## src/rtl/hazard_controller.sv

```systemverilog
// -----------------------------------------------------------------------------
// hazard_controller
//
// Pipeline sequencer for the 5-stage RV32I core (IF/DE/EX/ME/WB).
//
// Responsibilities:
//   - Holds the PC for BOOT_CYCLES clocks after reset release.
//   - Detects load-use hazards and inserts a single bubble.
//   - Flushes the two younger stages on a taken branch or jump.
//   - Drains and freezes the pipeline on a debug halt request.
//   - Produces the EX-stage forwarding selects, registered alongside DE/EX.
//
// A small internal scoreboard shadows rd/write/load/valid for the
// instructions currently in EX and ME. This lets the hazard and forwarding
// logic run without tapping the datapath pipeline registers.
//
// Optional feature (compile-time macro HAZARD_PERF_EN):
//   Adds saturating stall_cnt / flush_cnt performance counters.
//   With the macro undefined, those ports and counters do not exist.
//
// Ports:
//   clk          rising-edge clock
//   reset        asynchronous, active-low reset
//   de_rs1/2     source register addresses of the DE-stage instruction
//   de_use_rs1/2 DE instruction actually reads rs1 / rs2
//   de_rd        destination register of the DE instruction
//   de_ru_write  DE instruction writes rd
//   de_is_load   DE instruction is a load
//   ex_br_taken  branch/jump in EX resolved taken
//   halt_req     debug halt request (level)
//   pc_en        PC may update
//   if_de_en     IF/DE register may load
//   if_de_flush  IF/DE loads a NOP bubble
//   de_ex_flush  DE/EX loads a bubble
//   fwd_a_sel    EX operand A source: 00 regfile, 01 ME ALU result, 10 WB data
//   fwd_b_sel    EX operand B / store-data source, same encoding
//   halted       pipeline drained and frozen
//   dbg_state    current FSM state (BOOT=0, RUN=1, DRAIN=2, HALTED=3)
//   stall_cnt    (HAZARD_PERF_EN only) load-use stall cycles, saturating
//   flush_cnt    (HAZARD_PERF_EN only) taken-branch flush cycles, saturating
// -----------------------------------------------------------------------------
module hazard_controller #(
  parameter int BOOT_CYCLES = 4,
  parameter int RA_W        = 5
`ifdef HAZARD_PERF_EN
  ,
  parameter int CNT_W       = 32
`endif
) (
  input  logic            clk,
  input  logic            reset,
  input  logic [RA_W-1:0] de_rs1,
  input  logic [RA_W-1:0] de_rs2,
  input  logic            de_use_rs1,
  input  logic            de_use_rs2,
  input  logic [RA_W-1:0] de_rd,
  input  logic            de_ru_write,
  input  logic            de_is_load,
  input  logic            ex_br_taken,
  input  logic            halt_req,
  output logic            pc_en,
  output logic            if_de_en,
  output logic            if_de_flush,
  output logic            de_ex_flush,
  output logic [1:0]      fwd_a_sel,
  output logic [1:0]      fwd_b_sel,
  output logic            halted,
  output logic [1:0]      dbg_state
`ifdef HAZARD_PERF_EN
  ,
  output logic [CNT_W-1:0] stall_cnt,
  output logic [CNT_W-1:0] flush_cnt
`endif
);

  typedef enum logic [1:0] {
    ST_BOOT   = 2'd0,
    ST_RUN    = 2'd1,
    ST_DRAIN  = 2'd2,
    ST_HALTED = 2'd3
  } state_t;

  // Counter only needs to reach BOOT_CYCLES-1.
  localparam int BC_W = (BOOT_CYCLES > 1) ? $clog2(BOOT_CYCLES) : 1;

  state_t            state;
  state_t            state_nxt;
  logic [BC_W-1:0]   boot_cnt;
  logic              boot_done;

  // Scoreboard: EX and ME stage shadows.
  logic [RA_W-1:0]   ex_rd;
  logic              ex_wr;
  logic              ex_ld;
  logic              ex_valid;
  logic [RA_W-1:0]   me_rd;
  logic              me_wr;
  logic              me_valid;

  logic              load_use;
  logic              sb_empty;
  logic              stall;
  logic              br_flush;
  logic [1:0]        fwd_a_nxt;
  logic [1:0]        fwd_b_nxt;

  assign boot_done = (boot_cnt == BC_W'(BOOT_CYCLES - 1));
  assign dbg_state = state;

  // A load to x0 never produces a usable value, so it never causes a stall.
  assign load_use = ex_ld && ex_wr && (ex_rd != '0) &&
                    ((de_use_rs1 && (de_rs1 == ex_rd)) ||
                     (de_use_rs2 && (de_rs2 == ex_rd)));

  assign sb_empty = !(ex_wr || me_wr || ex_valid || me_valid);

  // ---------------------------------------------------------------------------
  // FSM next state and control outputs
  // ---------------------------------------------------------------------------
  always_comb begin
    state_nxt   = state;
    pc_en       = 1'b0;
    if_de_en    = 1'b0;
    if_de_flush = 1'b0;
    de_ex_flush = 1'b0;
    halted      = 1'b0;
    stall       = 1'b0;
    br_flush    = 1'b0;

    case (state)
      ST_BOOT: begin
        if_de_flush = 1'b1;
        de_ex_flush = 1'b1;
        if (boot_done) begin
          state_nxt = ST_RUN;
        end
      end

      ST_RUN: begin
        pc_en    = 1'b1;
        if_de_en = 1'b1;
        // A taken branch kills the DE instruction, so any load-use hazard it
        // carries is irrelevant. The flush therefore wins over the stall.
        if (ex_br_taken) begin
          if_de_flush = 1'b1;
          de_ex_flush = 1'b1;
          br_flush    = 1'b1;
        end else if (load_use) begin
          pc_en       = 1'b0;
          if_de_en    = 1'b0;
          de_ex_flush = 1'b1;
          stall       = 1'b1;
        end
        if (halt_req) begin
          state_nxt = ST_DRAIN;
        end
      end

      ST_DRAIN: begin
        // Nothing new enters EX. A branch still resolving in EX must redirect
        // the PC so that fetch resumes at the right place after the halt.
        de_ex_flush = 1'b1;
        if (ex_br_taken) begin
          pc_en       = 1'b1;
          if_de_en    = 1'b1;
          if_de_flush = 1'b1;
          br_flush    = 1'b1;
        end
        if (!halt_req) begin
          state_nxt = ST_RUN;
        end else if (sb_empty) begin
          state_nxt = ST_HALTED;
        end
      end

      ST_HALTED: begin
        de_ex_flush = 1'b1;
        halted      = 1'b1;
        if (!halt_req) begin
          state_nxt = ST_RUN;
        end
      end

      default: begin
        state_nxt = ST_BOOT;
      end
    endcase
  end

  // ---------------------------------------------------------------------------
  // Forwarding select for the instruction about to enter EX.
  // EX-stage loads are skipped: their data is not available until WB, and the
  // load-use stall guarantees they have moved on to ME by the time they
  // are needed.
  // ---------------------------------------------------------------------------
  always_comb begin
    fwd_a_nxt = 2'b00;
    fwd_b_nxt = 2'b00;

    if (de_rs1 != '0) begin
      if (ex_wr && !ex_ld && (ex_rd == de_rs1)) begin
        fwd_a_nxt = 2'b01;
      end else if (me_wr && (me_rd == de_rs1)) begin
        fwd_a_nxt = 2'b10;
      end
    end

    if (de_rs2 != '0) begin
      if (ex_wr && !ex_ld && (ex_rd == de_rs2)) begin
        fwd_b_nxt = 2'b01;
      end else if (me_wr && (me_rd == de_rs2)) begin
        fwd_b_nxt = 2'b10;
      end
    end
  end

  // ---------------------------------------------------------------------------
  // State, boot counter, scoreboard and forwarding registers
  // ---------------------------------------------------------------------------
  always_ff @(posedge clk or negedge reset) begin
    if (!reset) begin
      state     <= ST_BOOT;
      boot_cnt  <= '0;
      ex_rd     <= '0;
      ex_wr     <= 1'b0;
      ex_ld     <= 1'b0;
      ex_valid  <= 1'b0;
      me_rd     <= '0;
      me_wr     <= 1'b0;
      me_valid  <= 1'b0;
      fwd_a_sel <= 2'b00;
      fwd_b_sel <= 2'b00;
    end else begin
      state <= state_nxt;

      if ((state == ST_BOOT) && !boot_done) begin
        boot_cnt <= boot_cnt + BC_W'(1);
      end else begin
        boot_cnt <= '0;
      end

      me_rd    <= ex_rd;
      me_wr    <= ex_wr;
      me_valid <= ex_valid;

      if (de_ex_flush) begin
        ex_rd     <= '0;
        ex_wr     <= 1'b0;
        ex_ld     <= 1'b0;
        ex_valid  <= 1'b0;
        fwd_a_sel <= 2'b00;
        fwd_b_sel <= 2'b00;
      end else begin
        ex_rd     <= de_rd;
        ex_wr     <= de_ru_write;
        ex_ld     <= de_is_load;
        ex_valid  <= 1'b1;
        fwd_a_sel <= fwd_a_nxt;
        fwd_b_sel <= fwd_b_nxt;
      end
    end
  end

`ifdef HAZARD_PERF_EN
  // ---------------------------------------------------------------------------
  // Saturating performance counters
  // ---------------------------------------------------------------------------
  always_ff @(posedge clk or negedge reset) begin
    if (!reset) begin
      stall_cnt <= '0;
      flush_cnt <= '0;
    end else begin
      if (stall && (stall_cnt != '1)) begin
        stall_cnt <= stall_cnt + CNT_W'(1);
      end
      if (br_flush && (flush_cnt != '1)) begin
        flush_cnt <= flush_cnt + CNT_W'(1);
      end
    end
  end
`endif

endmodule

```

## config.mk

```make
export PLATFORM = sky130hd
export DESIGN_NAME = hazard_controller
export DESIGN_NICKNAME = d
export VERILOG_FILES = /design/src/rtl/hazard_controller.sv
export SDC_FILE = /design/constraint.sdc
export NUM_CORES = 1
export LEC_CHECK = 0
export CAP_MARGIN = 20
export CORE_ASPECT_RATIO = 0.9
export CORE_MARGIN = 2
export CORE_UTILIZATION = 42
export DETAILED_ROUTE_END_ITERATION = 8
export PLACE_DENSITY = 0.86
export SLEW_MARGIN = 30
export SYNTH_ARGS = -nofsm -noshare
export SYNTH_HDL_FRONTEND = slang
export SYNTH_SLANG_ARGS = --single-unit
```

## constraint.sdc

```tcl
create_clock -name clk -period 1.98 [get_ports clk]
set_clock_uncertainty 0.1 [all_clocks]
set_input_delay 0.297 -clock clk [delete_from_list [all_inputs] [get_ports clk]]
set_output_delay 0.297 -clock clk [all_outputs]
set_load 0.02 [all_outputs]
```

; ---- After elaboration in Yosys (flattened, before gate mapping)
; Index checks and enable logic that the tools add are counted.
[word_totals]
reg_bits = 23
in_bits = 23
elab_cells = 78
[classes]
n_addsub = 1
eq_ne = 14
n_mux = 28
reduce_logical = 24
[op_table]
columns = op, count
row1 = $eq 5x5->1, 6
row2 = $mux 2, 14
row3 = $reduce_bool 5->1, 3
row4 = $logic_and 1x1->1, 11
row5 = $mux 1, 9
row6 = $pmux 2 s4, 1
row7 = $eq 2x2->1 const B, 3
row8 = $ne 2x2->1 const B, 3
row9 = $pmux 1 s2, 3
row10 = $mux 5, 1
row11 = $logic_or 1x1->1, 4
row12 = $reduce_and 4->1, 1
row13 = $ne 3x3->1 const B, 1
row14 = $reduce_or 3->1, 1
row15 = $add 2x1->2 const B, 1
row16 = $eq 2x1->1 const B, 1
row17 = $logic_not 1->1, 2
row18 = $logic_not 2->1, 1
row19 = $reduce_or 2->1, 1

; ---- Logic depth before layout (Yosys ltp)
[logic_depth]
depth_word = 8
mapped_depth = 7
mapped_depth_nobuf = 6

; ---- Least setup slack after synthesis
; No wires, ideal clock.
[synth_path]
path_kind = register to output
start = reg ex_rd[1]
end = out pc_en
arrival_time_ps = 1698
required_time_ps = 1583
slack_ps = -115
stages_incl_launch_ff = 6
n_path_buf = 2
cell_sequence = dfrtp_1 -> or4_4 -> o2111ai_2 -> buf_6 -> o211a_1 -> buf_4
[synth_via]
elab_chain_len = 7
elab_cells_between_ends = 11
classes_between = eq/ne (2) / mux (3) / reduce/logical (6)
[synth_rtl]
columns = item, line_no
row1 = from (decl), 92  ; logic [RA_W-1:0] ex_rd;
row2 = from (signal assigned), 254  ; ex_rd <= de_rd;
row3 = $eq 5x5->1 (on tied branches), "112, 113"
row4 = $logic_and 1x1->1 (on tied branches), "112, 113"
row5 = $logic_or 1x1->1, 112  ; ((de_use_rs1 && (de_rs1 == ex_rd)) ||
row6 = $logic_and 1x1->1 (*), 111  ; assign load_use = ex_ld && ex_wr && (ex_rd != '0) &&
row7 = $mux 1 (*) (2 in series), --
row8 = $pmux 1 s2 (*), --
row9 = to (decl), 61  ; output logic pc_en,
; Every way passes the cells marked *; elsewhere a longest branch is shown, timed or not.

; ---- Worst setup path after layout
[layout_path]
start = reg ex_rd[0]
end = out pc_en
[layout_via]
elab_chain_len = 7
elab_cells_between_ends = 11
classes_between = eq/ne (2) / mux (3) / reduce/logical (6)
[layout_rtl]
columns = item, line_no
row1 = $eq 5x5->1 (on tied branches), "112, 113"
row2 = $logic_and 1x1->1 (on tied branches), "112, 113"
row3 = $logic_or 1x1->1, 112
row4 = $logic_and 1x1->1 (*), 111
row5 = $mux 1 (*), 148  ; end else if (load_use) begin
row6 = $mux 1 (*), 144  ; if (ex_br_taken) begin
row7 = $pmux 1 s2 (*), 130  ; case (state)
; Marks and branches as above.

==> reports/qor.yml <==
clocking:
  cts_sinks: 23
  htree_num_levels: 1
  cts_tree: "built"
  clockBufferDepth: 2
  ctsHoldBuffers: 0
  insertion_delay_ns: 0.32
  numCtsBuffers: 3
  cts.reportedPaths.clkPinSlew_ns: 0.13
  clock-root-buffer: "clkbuf_4"
cells_and_area:
  final_cells: 195
  area_delta_synth_final_pct: 58.5
  drive_gt1_share_pct: 30.9
  n_antenna_cell: 0
  final_nets: 194
synth:
  ys.flop_type: "dfrtp_1"
  synth_area_um2: 1160
  yosys.area.top_type_share_pct: 49.6
  synthTopCellsByCount: "23 x dfrtp_1, 16 x xnor2_1, 7 x and3_1, 7 x nand2_1"
  synth_most_common_cell: "dfrtp_1"
  netlist_instances: 104
  ys_ff_latch: 23
  syn_area_per_cell_um2: 11.2
  synth_top_cell_by_area: "dfrtp_1"
  ys_types: 29
  synth_area_leaders: "dfrtp_1 50%, xnor2_1 12%, ha_1 5.4%"
  yosysSeqAreaShare_pct: 49.6
  syn_nets: 132
  synth_edf_count: 0
  yosys_warnings: 0
  synthArstFlopShare_pct: 100
hold_path:
  hp-class: "primary input to asynchronous set/reset pin"
die:
  die_w_um: 59.4
  core-area_um2: 2680
  boundaryPins: 34
  num_rows: 18
  die_h_um: 53.9
  dieArea_um2: 3200
  initial_core_util_pct: 43.3
timing:
  fin_ws_ns: -0.378
  setup_violations: 13
  maxSlewHeadroom_pct: 76.4
  rsz0062_at_grt: "yes"
  hold_violations: 0
  fin_crit_ns: 2.36
  fmax_mhz: 424
  finalCritPeriodShare_pct: 119
  drv_slew: 0
  tightest_slew_ns: 0.351
status:
  violations: "negative setup slack"
  status: "finished with violations"
grt:
  overflow: 0
  grt_usage_pct: 19.7
  use_met1_pct: 23.3
  grt_max_degree: 24
  first_global_vias: 1005
  antenna_found_initial: 0
  grt_pass1_wl_um: 4600
  globalRouteMet2Util_pct: 35.0
  globalRouteMet3Util_pct: 4.33
  top_usage_layer: "met2"
critical_path:
  start_kind: "flip-flop"
  arrival_ns: 1.96
  path_class: "flip-flop to primary output"
  critPathCaptureType: "primary output"
  crit_fanout: 4
  crit_required_ns: 1.58
detailed_routing:
  detail-route-antenna-nets: 0
  wire_per_inst_um: 16.0
  vias: 1050
  firstDrtPassIters: 4
  route.detailed.drc: 0
  drt-total-wl_um: 3110
  routed_via_density: 5.38
  drt_iter0_markers: 30
pwr:
  vdd_ir_drop_max_uv: 525
  power.total_mw: 1.81
  p_leak_nw: 0.862
  p_per_area_nw_per_um2: 984
placed_design:
  dp_slack_ns: -0.748
  dp_hpwl_um: 2240
  port_buffers: 33
  gp_congestion: 0.803
  dp.cells: 185
job:
  drv_cap: 0
==> flip-flops by register name, summed over array words and instances, names as in the netlist, 2 cells and up <==
| signal | cells |
|---|---|
| dbg_state | 2 |
| fwd_b_sel | 2 |
| boot_cnt | 2 |
| ex_rd | 5 |
| fwd_a_sel | 2 |
| me_rd | 5 |
==> cell type report <==
cell class | count | area, um^2
Fill cell | 200 | 840
Multi-Input combinational cell | 75 | 642
Sequential cell | 23 | 579
Timing Repair Buffer | 60 | 541
Tap cell | 30 | 37.5
Clock buffer | 3 | 22.5
Inverter | 3 | 11.3
Clock inverter | 1 | 7.51
==> cells in the final DEF (no fill, tap or decap), types with 4 or more instances in the layout <==
| cell | n |
|---|---|
| and3_1 | 7 |
| buf_4 | 26 |
| clkdlybuf4s50_1 | 24 |
| dfrtp_1 | 20 |
| ha_1 | 4 |
| nand2_1 | 7 |
| nand4_1 | 4 |
| nor2_1 | 5 |
| xnor2_1 | 12 |
| xor2_1 | 4 |
==> layer usage <==
layer | part of all wire [%] | wire length [um] | up-vias
met2 | 53 | 1650 | 37
met1 | 40 | 1240 | 523
li1 | - | - | 484
met4 | 2.3 | 73 | 0
met3 | 4.9 | 152 | 6
met5 | 0 | 0 | -
==> critical path: stages, from the launching register on <==
cell       delay, ns
dfrtp_2         0.47
xnor2_1         0.19
nand4_1         0.18
o22ai_2         0.24
o2111ai_4       0.15
o211a_4         0.27
buf_6           0.13
==> metrics by stage <==
step	utilization (%)	setup TNS (ns)	hold slack, ns	area [um^2]
after floorplan	-	-0.0312	-0.0986	1170
after global placement	62.4	-3.19	0.265	1670
after detailed placement	62.4	-3.55	0.278	1670
after CTS	66.5	-0.813	0.219	1780
after global routing	68.7	-1.96	0.262	1840
final	68.7	-1.86	0.207	1840
==> logic make-up after synthesis <==
group | count (synthesis) | share of synthesized area [%]
compound gates | 8 | 5.28
xor+xnor | 20 | 15.1
fa+ha+maj | 5 | 5.39
buf+inv | 6 | 2.91
flops | 23 | 49.6
mux | 1 | 0.862
simple gates | 41 | 20.9
==> power breakdown <==
part / leakage, nW / switching [mW] / internal [mW]
Clock: 0.0139 / 0.144 / 0.0771
Sequential: 0.305 / 0.0843 / 0.564
Combinational: 0.543 / 0.454 / 0.489
Total: 0.862 / 0.682 / 1.13
==> path summary, 6_finish.rpt <==
| path | start | end | slack, ns | depth (start not counted) |
|---|---|---|---|---|
| max | ex_rd[0]$_DFF_PN0_ | pc_en | -0.38 | 6 |
| min reg2reg | ex_valid$_DFF_PN0_ | me_valid$_DFF_PN0_ | 0.31 | 0 |
| max reg2reg | ex_rd[0]$_DFF_PN0_ | ex_rd[4]$_DFF_PN0_ | -0.11 | 8 |
| min | reset | me_valid$_DFF_PN0_ | 0.21 | 2 |
| max in group asynchronous | reset | ex_rd[0]$_DFF_PN0_ | 1.33 | 2 |
| min in group clk | ex_valid$_DFF_PN0_ | me_valid$_DFF_PN0_ | 0.31 | 0 |
==> what timing repair did <==
action / CTS / global route
setup buffers: 4 / 2
endpoints found under the setup margin: 5 / 4
pin swaps: 11 / 3
gates resized for setup: 28 / 10
No activity file was read; power rests on OpenSTA's default activity.
